--- config.mk ---
export PLATFORM = sky130hd
export DESIGN_NAME = hub75_scan_ctrl_flat
export DESIGN_NICKNAME = d
export VERILOG_FILES = /design/src/rtl/hub75_scan_ctrl_pkg.sv /design/src/rtl/hub75_scan_ctrl_if.sv /design/src/rtl/hub75_tick_div.sv /design/src/rtl/hub75_scan_ctrl.sv /design/src/flat_wrapper.sv
export SDC_FILE = /design/constraint.sdc
export NUM_CORES = 1
export LEC_CHECK = 0
export CAP_MARGIN = 20
export CORE_MARGIN = 10
export CORE_UTILIZATION = 54
export CTS_BUF_LIST = sky130_fd_sc_hd__clkbuf_16
export CTS_CLUSTER_SIZE = 20
export DETAILED_ROUTE_END_ITERATION = 10
export HOLD_SLACK_MARGIN = 0.03
export PLACE_DENSITY = 0.83
export SKIP_CTS_REPAIR_TIMING = 1
export SLEW_MARGIN = 20
export SYNTH_ARGS = -nofsm -noshare
export SYNTH_HDL_FRONTEND = slang
export SYNTH_SLANG_ARGS = --single-unit
--- constraint.sdc ---
create_clock -name clk -period 2.9 [get_ports clk]
set_clock_uncertainty 0.1 [all_clocks]
set_input_delay 0.435 -clock clk [delete_from_list [all_inputs] [get_ports clk]]
set_output_delay 0.435 -clock clk [all_outputs]
set_load 0.01 [all_outputs]
--- src/rtl/hub75_scan_ctrl_pkg.sv ---
// Shared types and width helpers for the HUB75 scan controller.
// Widths depend on module parameters, so they are derived with width_of() at each use site.
package hub75_scan_ctrl_pkg;

  typedef enum logic [2:0] {
    StIdle,
    StShiftLo,
    StShiftHi,
    StBlank,
    StLatch,
    StShow,
    StNext
  } state_e;

  // log2 that never collapses to a zero-width vector
  function automatic int unsigned width_of(input int unsigned n);
    return (n > 1) ? $clog2(n) : 1;
  endfunction

endpackage

--- src/rtl/hub75_scan_ctrl_if.sv ---
// Scan-controller bundle: enable in, panel timing and pixel addressing out.
interface hub75_scan_ctrl_if
  import hub75_scan_ctrl_pkg::*;
#(
  parameter int unsigned COLS = 64,
  parameter int unsigned ROWS = 32,
  parameter int unsigned BITS = 4
);
  localparam int unsigned ROW_W   = width_of(ROWS);
  localparam int unsigned COL_W   = width_of(COLS);
  localparam int unsigned PLANE_W = width_of(BITS);

  logic               en;
  logic [ROW_W-1:0]   pix_row;
  logic [COL_W-1:0]   pix_col;
  logic [PLANE_W-1:0] plane;
  logic               lp_clk;
  logic               latch;
  logic               noe;
  logic [ROW_W-1:0]   row_addr;
  logic               frame_done;

  modport master (
    input  en,
    output pix_row, pix_col, plane, lp_clk, latch, noe, row_addr, frame_done
  );

  modport slave (
    output en,
    input  pix_row, pix_col, plane, lp_clk, latch, noe, row_addr, frame_done
  );
endinterface

--- src/rtl/hub75_tick_div.sv ---
// Pixel-rate tick: one-clk pulse every CLK_DIV clocks.
module hub75_tick_div
  import hub75_scan_ctrl_pkg::*;
#(
  parameter int unsigned CLK_DIV = 3
) (
  input  logic clk,
  input  logic rst,
  output logic tick
);
  localparam int unsigned      CNT_W = width_of(CLK_DIV);
  localparam logic [CNT_W-1:0] LAST  = CNT_W'(CLK_DIV - 1);

  logic [CNT_W-1:0] cnt_q;

  always_ff @(posedge clk) begin
    if (rst) begin
      cnt_q <= '0;
    end else if (cnt_q == LAST) begin
      cnt_q <= '0;
    end else begin
      cnt_q <= cnt_q + CNT_W'(1);
    end
  end

  assign tick = (cnt_q == LAST);
endmodule

--- src/rtl/hub75_scan_ctrl.sv ---
// HUB75 scan sequencer: column shift, blank/latch, BCM-weighted show time, row/plane stepping.
// Outputs are registered copies of the next state so they change together with the FSM.
module hub75_scan_ctrl
  import hub75_scan_ctrl_pkg::*;
#(
  parameter int unsigned COLS       = 64,
  parameter int unsigned ROWS       = 32,
  parameter int unsigned BITS       = 4,
  parameter int unsigned BASE_DELAY = 20,
  parameter int unsigned CLK_DIV    = 3
) (
  input logic              clk,
  input logic              rst,
  hub75_scan_ctrl_if.master bus
);
  localparam int unsigned ROW_W   = width_of(ROWS);
  localparam int unsigned COL_W   = width_of(COLS);
  localparam int unsigned PLANE_W = width_of(BITS);
  localparam int unsigned DLY_W   = width_of((BASE_DELAY << (BITS - 1)) + 1);

  logic tick;

  hub75_tick_div #(
    .CLK_DIV(CLK_DIV)
  ) u_tick_div (
    .clk (clk),
    .rst (rst),
    .tick(tick)
  );

  state_e             state_q, state_d;
  logic [COL_W-1:0]   col_q, col_d;
  logic [ROW_W-1:0]   row_q, row_d;
  logic [PLANE_W-1:0] plane_q, plane_d;
  logic [ROW_W-1:0]   row_addr_q, row_addr_d;
  logic [DLY_W-1:0]   dly_q, dly_d;
  logic               lp_clk_q, latch_q, noe_q, frame_done_q, frame_done_d;

  always_comb begin
    state_d      = state_q;
    col_d        = col_q;
    row_d        = row_q;
    plane_d      = plane_q;
    row_addr_d   = row_addr_q;
    dly_d        = dly_q;
    frame_done_d = 1'b0;
    if (tick) begin
      unique case (state_q)
        StIdle: begin
          if (bus.en) state_d = StShiftLo;
        end
        StShiftLo: state_d = StShiftHi;
        StShiftHi: begin
          if (col_q == COL_W'(COLS - 1)) begin
            col_d   = '0;
            state_d = StBlank;
          end else begin
            col_d   = col_q + COL_W'(1);
            state_d = StShiftLo;
          end
        end
        StBlank: begin
          row_addr_d = row_q;
          state_d    = StLatch;
        end
        StLatch: begin
          // Preload so SHOW lasts exactly BASE_DELAY<<plane ticks
          dly_d   = (DLY_W'(BASE_DELAY) << plane_q) - DLY_W'(1);
          state_d = StShow;
        end
        StShow: begin
          if (dly_q == '0) state_d = StNext;
          else             dly_d   = dly_q - DLY_W'(1);
        end
        StNext: begin
          if (plane_q == PLANE_W'(BITS - 1)) begin
            plane_d = '0;
            if (row_q == ROW_W'(ROWS - 1)) begin
              row_d        = '0;
              frame_done_d = 1'b1;
            end else begin
              row_d = row_q + ROW_W'(1);
            end
          end else begin
            plane_d = plane_q + PLANE_W'(1);
          end
          state_d = bus.en ? StShiftLo : StIdle;
        end
        default: state_d = StIdle;
      endcase
    end
  end

  always_ff @(posedge clk) begin
    if (rst) begin
      state_q      <= StIdle;
      col_q        <= '0;
      row_q        <= '0;
      plane_q      <= '0;
      row_addr_q   <= '0;
      dly_q        <= '0;
      lp_clk_q     <= 1'b0;
      latch_q      <= 1'b0;
      noe_q        <= 1'b1;
      frame_done_q <= 1'b0;
    end else begin
      state_q      <= state_d;
      col_q        <= col_d;
      row_q        <= row_d;
      plane_q      <= plane_d;
      row_addr_q   <= row_addr_d;
      dly_q        <= dly_d;
      lp_clk_q     <= (state_d == StShiftHi);
      latch_q      <= (state_d == StLatch);
      noe_q        <= (state_d != StShow);
      frame_done_q <= frame_done_d;
    end
  end

  assign bus.pix_row    = row_q;
  assign bus.pix_col    = col_q;
  assign bus.plane      = plane_q;
  assign bus.lp_clk     = lp_clk_q;
  assign bus.latch      = latch_q;
  assign bus.noe        = noe_q;
  assign bus.row_addr   = row_addr_q;
  assign bus.frame_done = frame_done_q;
endmodule

--- src/flat_wrapper.sv ---
// flat-port wrapper written by rule: the top's interface ports become plain ports
module hub75_scan_ctrl_flat import hub75_scan_ctrl_pkg::*;
#(
  parameter int unsigned COLS       = 64,
  parameter int unsigned ROWS       = 32,
  parameter int unsigned BITS       = 4,
  parameter int unsigned BASE_DELAY = 20,
  parameter int unsigned CLK_DIV    = 3
)
  (clk, rst, bus_en, bus_pix_row, bus_pix_col, bus_plane, bus_lp_clk, bus_latch, bus_noe, bus_row_addr, bus_frame_done);
  hub75_scan_ctrl_if #(.COLS(COLS), .ROWS(ROWS), .BITS(BITS)) bus_i ();
  input logic clk;
  input logic rst;
  input wire logic [$bits(bus_i.en)-1:0] bus_en;
  output wire logic [$bits(bus_i.pix_row)-1:0] bus_pix_row;
  output wire logic [$bits(bus_i.pix_col)-1:0] bus_pix_col;
  output wire logic [$bits(bus_i.plane)-1:0] bus_plane;
  output wire logic [$bits(bus_i.lp_clk)-1:0] bus_lp_clk;
  output wire logic [$bits(bus_i.latch)-1:0] bus_latch;
  output wire logic [$bits(bus_i.noe)-1:0] bus_noe;
  output wire logic [$bits(bus_i.row_addr)-1:0] bus_row_addr;
  output wire logic [$bits(bus_i.frame_done)-1:0] bus_frame_done;
  assign bus_i.en = bus_en;
  assign bus_pix_row = bus_i.pix_row;
  assign bus_pix_col = bus_i.pix_col;
  assign bus_plane = bus_i.plane;
  assign bus_lp_clk = bus_i.lp_clk;
  assign bus_latch = bus_i.latch;
  assign bus_noe = bus_i.noe;
  assign bus_row_addr = bus_i.row_addr;
  assign bus_frame_done = bus_i.frame_done;
  hub75_scan_ctrl #(.COLS(COLS), .ROWS(ROWS), .BITS(BITS), .BASE_DELAY(BASE_DELAY), .CLK_DIV(CLK_DIV)) u_core (.clk(clk), .rst(rst), .bus(bus_i));
endmodule
# Word-level counts from Yosys, hierarchy flattened
# Cells that the tools add are included.
[op_classes] addsub=6 bitwise=3 eq_ne=14 reduce_logical=10 shifts=1 muxes=12
[ops] operator="$pmux 3 s7" count=1
[ops] operator="$pmux 8 s2" count=1
[ops] operator="$sub 8x1->8 const B" count=2
[ops] operator="$eq 3x3->1 const B" count=4
[ops] operator="$eq 3x2->1 const B" count=3
[ops] operator="$mux 3" count=3
[ops] operator="$logic_not 8->1" count=1
[ops] operator="$mux 8" count=1
[ops] operator="$shl 5x2->8 const A" count=1
[ops] operator="$add 6x1->6 const B" count=1
[ops] operator="$eq 6x6->1 const B" count=1
[ops] operator="$mux 6" count=1
[ops] operator="$reduce_and 2->1" count=3
[ops] operator="$reduce_and 3->1" count=2
[ops] operator="$add 5x1->5 const B" count=1
[ops] operator="$eq 5x5->1 const B" count=1
[ops] operator="$mux 5" count=1
[ops] operator="$add 2x1->2 const B" count=2
[ops] operator="$eq 2x2->1 const B" count=2
[ops] operator="$mux 2" count=2
[ops] operator="$reduce_or 4->1" count=1
[ops] operator="$eq 3x1->1 const B" count=1
[ops] operator="$logic_not 3->1" count=1
[ops] operator="$ne 3x3->1 const B" count=1
[ops] operator="other kinds (5)" count=8
[word_totals] out_inout_bits=22 ff_bits=35 in_bits=3 word_cells=57

# Depth between registers and ports, before layout
[logic_depth] depth_word=5 mapped_depth=9 ltp_nobuf=7

# Hierarchy
# From an unflattened synthesis, not the netlist that was laid out.
[unflattened] cells_unflattened=221 hier_area_um2=1935.6
[by_module_without_submodules] mod="hub75_scan_ctrl" seq_area_each_um2=660.6 cells_each=215 area_each_um2=1859.3 instances=1
[by_module_without_submodules] mod="hub75_tick_div" seq_area_each_um2=40.0 cells_each=6 area_each_um2=76.3 instances=1

# Worst setup path after synthesis
# No wires, ideal clock.
[synth_path] path_type="register to register" startpoint="reg u_core.plane_q[0], in the netlist u_core.bus.plane[0]" endpoint="reg u_core.dly_q[4]" stages_incl_launch_ff=7 slack_ns=0.849 setup_time_ns=0.079 arrival_time_ns=1.872 t_required_ns=2.721 path_buffers=0 synth_period_minus_slack_ns=2.051 cell_sequence="dfxtp_1 inv_1 ha_1 nor3_1 mux2i_1 or4b_1 o211ai_1"
[synth_via] elab_chain_len=3
[synth_rtl] item="start: declaration" line_no="hub75_scan_ctrl.sv:34" source="logic [PLANE_W-1:0] plane_q, plane_d;"
[synth_rtl] item="start signal: assignment" line_no="hub75_scan_ctrl.sv:110" source="plane_q <= plane_d;"
[synth_rtl] item="$shl 5x2->8" line_no="hub75_scan_ctrl.sv:68" source="dly_d = (DLY_W'(BASE_DELAY) << plane_q) - DLY_W'(1);"
[synth_rtl] item="$sub 8x1->8" line_no="hub75_scan_ctrl.sv:68"
[synth_rtl] item="$pmux 8 s2" line_no="hub75_scan_ctrl.sv:48" source="unique case (state_q)"
[synth_rtl] item="end signal: assignment" line_no="hub75_scan_ctrl.sv:112" source="dly_q <= dly_d;"
[synth_rtl] item="end: declaration" line_no="hub75_scan_ctrl.sv:36" source="logic [DLY_W-1:0] dly_q, dly_d;"
# Every way passes these cells.
# A chain may end at the register's enable or synchronous reset.

# Final worst setup path
# Ends and elaborated chain as after synthesis.

==> run summary <==
The clock net in this run drives a total of 35 sinks. Grouping stages by cell kind, the critical path spends the most delay in simple AND/OR/NAND/NOR gates. The tools report the number of top-level design ports as 25.

In the final routed layout, each cell accounts on average for 15.31 um. For the final number of max-transition violations, the log shows 0. The count of final setup violators is 0. The worst setup path is launched from a flip-flop. Counting the buffers created by CTS gives 5. Number of routed nets with antenna violations: 0.

The aggregate routed wire length came out at 4424 um. The pin count of the biggest net entering global routing was 17; the count of antenna diodes in the layout was 0. The share of power burned in combinational logic is 5.1%.

The number of cells traversed by the worst hold path is 1. Synthesis inferred 35 register bits. Leaving out fill and tap cells, the most frequent cell in the layout is dfxtp_1. The main flop type after synthesis is dfxtp_1. The worst ir drop on vdd is 0.0003908 V, and the standby leakage power is 0.9826 nW. Cell internal power was estimated by the tool at 916.8 uW. After the last flow step, the layout net total stands at 254.

Data on the critical path arrives at its endpoint at 2.46 ns. STA puts the critical path data required time at 3.01 ns. The critical path goes through inv_1 > ha_1 > nor3_1 > mux2i_1 > or4b_1 > o211ai_1.

The first routing iteration left 251 violations. The buffer levels on the longest clock path is 2. The critical setup path kind is flip-flop to flip-flop.

Launch instance of the worst min-delay path: u_core.u_tick_div.cnt_q[0]. The worst max-slew margin expressed relative to the limit is 54.83%, and the weighted congestion at the end of routability-driven global placement is 0.9315. Per report_power, the sequential group accounts for 42.6% of the total. Setup total negative slack on the finished layout was measured at 0 ns. The worst hold path terminates at u_core.u_tick_div.cnt_q[0]. Buffers placed on the I/O ports in this run total 24. The internal reg-to-reg setup slack was 0.55 ns. Dividing the final minimum period by the clock period gives 80.99%. For the number of detailed-routing iterations run before antenna repair, the log shows 4. The cell sitting at the root of the clock tree is a clkbuf_16. After synthesis, the mean cell area works out to 8.735 um2.

The net switching component of the power came out at 240.1 uW. The number of buffer and inverter stages on the critical path works out to 1. Total power for the finished layout comes to 1.157 mW. The area growth from synthesis to layout is 23.19%.

The mean number of vias per cell is 5.948. TritonCTS built the clock tree. Post-layout minimum cycle time: 2.349 ns.

Net switching is 20.75% of the power. The die covers 0.006302 mm2. Sequential cells were found to cover 36.79% of the synthesized design area. The maximum fanout along the worst path came out at 9.

For this design the ratio of total power to cell area is 493.1 mW/mm2. After clock tree synthesis, the clock-pin slew on the worst setup and hold paths is 0.06 ns. The total overflow left after global routing is 0. After routing the design area is 0.002346 mm2. The via count of the first global-routing pass came out at 1557. The startpoint identified for the worst register-to-register timing path is u_core.bus.plane[0]. Detailed placement ended at an HPWL of 3122 um. Setup repair after global routing left no endpoint under its margin.

The part of the total power dissipated in the clock network is 52.3%. The non-filler instance count after layout came out at 289. In the final layout, the share of cells above drive strength 1 is 8.642%.

In this run the core area contains 21 standard-cell rows. The largest individual stage delay along the critical path comes from the cell or4b_1. Leaving out fill and tap cells, the most frequent cells in the layout are dfxtp_1, nor2_1, clkdlybuf4s50_1, o21ai_0, a21oi_1. The flow ran to the end, and the final reports show no timing, DRC or antenna violations. The worst hold-check path type is flip-flop to flip-flop.

The Yosys step of the flow raised 0 warnings. The tools report the count of mapped cells out of synthesis as 218. The logs give 0.001904 mm2 for the post-synthesis instance area and 2 for the H-tree depth reported by CTS. On the worst path, the slowest cell contributes a delay of 0.51 ns. Counting tap cells, the placed design contains a total of 281 instances. The worst-skew pair later-pin latency came out at 0.28 ns. The highest achievable clock rate is 425.8 MHz.

The number of unique standard cell types used by synthesis came out at 49. On the final layout, the worst hold slack is 0.3313 ns. The logs give 0 for the number of maximum-capacitance constraint violations and 0 for the final-report hold violation count. For the total via count after detailed routing, the log shows 1719. STA classifies the critical path endpoint as a flip-flop. The wire length of the first global-routing pass is 7224 um, and the effective utilization at floorplan is 56.62%. Counting every net in the synthesized netlist gives 230. The placed cell area is 0.002177 mm2.

For this run, asynchronously set or reset flops after synthesis account for 0%. Measured along the y axis, the die boundary spans 79.39 um. The chip width was 79.39 um. The number of enable-type register cells in the synthesized netlist is 0.

Logic depth of the worst register-to-register path: 6. The global-route usage over all layers is 14.02%. The endpoint identified for the worst register-to-register timing path is u_core.dly_q[4]. At the pin with the least slew margin, the transition time is 0.6744 ns.

The initial antenna violation count was 0; the final routed DRC violation total was 0. After floorplanning, the core was sized to cover 0.003363 mm2.
==> power groups by stage <==
stage / logic (mW) / registers [mW] / clock network [mW]
floorplan: 0.0476 / 0.502 / 0
global placement: 0.0564 / 0.503 / 0
detailed placement: 0.0576 / 0.503 / 0
CTS: 0.0582 / 0.493 / 0.614
global route: 0.0652 / 0.494 / 0.629
finish: 0.0589 / 0.493 / 0.605
==> through the flow <==
stage / utilization (%) / worst slack [ns]
floorplan: - / 0.8494
global placement: 64.73 / 0.6673
detailed placement: 64.73 / 0.6534
CTS: 69.75 / 0.6173
global route: 69.75 / 0.4515
finish: 69.75 / 0.5512
==> synth_stat cells (2+ instances only) <==
library cell	number	share of area (%)
o211ai_1	2	0.79
ha_1	9	5.9
o221ai_1	3	1.4
a21o_1	2	0.79
nor3_1	8	2.1
a211oi_1	2	0.79
mux2i_1	9	4.7
nor2b_1	4	1.3
inv_1	9	1.8
nand3b_1	4	1.6
nand4_1	3	0.99
dfxtp_1	35	37
nor2_1	24	4.7
xor2_1	4	1.8
nor4_1	2	0.66
nand3_1	4	1.1
or4b_1	2	1.1
buf_6	2	1.2
nor4bb_1	2	1.1
and3b_1	3	1.4
clkbuf_1	6	1.2
a21oi_1	10	2.6
nand2b_1	3	0.99
nand2_1	9	1.8
or4_1	4	1.6
a31oi_1	9	3.0
and3_1	7	2.3
xnor2_1	2	0.92
buf_2	5	1.3
o21ai_0	11	2.9
==> worst max-delay path by stage <==
stage | startpoint | end | cells after the start
after detailed placement | u_core.bus.plane[0] | u_core.dly_q[4] | 6
after global routing | u_core.state_q[2] | u_core.dly_q[4] | 7
final | u_core.bus.plane[0] | u_core.dly_q[4] | 6
after CTS | u_core.u_tick_div.cnt_q[0] | u_core.bus.lp_clk | 7
after floorplan | u_core.bus.plane[0] | u_core.dly_q[4] | 6
after global placement | u_core.bus.plane[0] | u_core.dly_q[4] | 6
==> cells by family after synthesis <==
group / Yosys count / share of synthesized area, %
adders and majority gates: 9 / 5.913
DFF: 35 / 36.79
AOI/OAI and AO/OA: 48 / 16.36
and+or+nand+nor: 89 / 27.99
xor gates and xnor gates: 6 / 2.760
muxes: 9 / 4.731
buffers and inverters: 22 / 5.453
==> worst reg2reg max path: stages (launching register included) <==
cell and delay [ns]:
dfxtp_1 0.50, inv_1 0.13, ha_1 0.31, nor3_1 0.48
mux2i_1 0.15, or4b_1 0.51, o211ai_1 0.10
==> per-layer routing <==
layer  wire length (um)  share of wire [%]  GRT usage, %
met1               1913                 43         16.61
met2               2158                 49         22.68
met3                283                6.4         4.730
met4                 68                1.5         5.735
met5                  0                  0             0
==> sequential cells by signal, summed over array words and instances, names as in the netlist <==
name and cells:
u_core.bus.latch 1, u_core.bus.pix_row 5, u_core.bus.row_addr 5, u_core.bus.noe 1
u_core.bus.plane 2, u_core.dly_q 8, u_core.bus.lp_clk 1, u_core.state_q 3
u_core.bus.pix_col 6, u_core.u_tick_div.cnt_q 2, u_core.bus.frame_done 1
==> layout make-up <==
class                           count  area (um2)
Inverter                            9       33.78
Clock inverter                      3       43.79
Multi-Input combinational cell    161        1100
Timing Repair Buffer               30       285.3
Fill cell                         260        1017
Sequential cell                    35       700.7
Clock buffer                        5       125.1
Tap cell                           46       57.56
No activity file was read; power rests on OpenSTA's default activity.
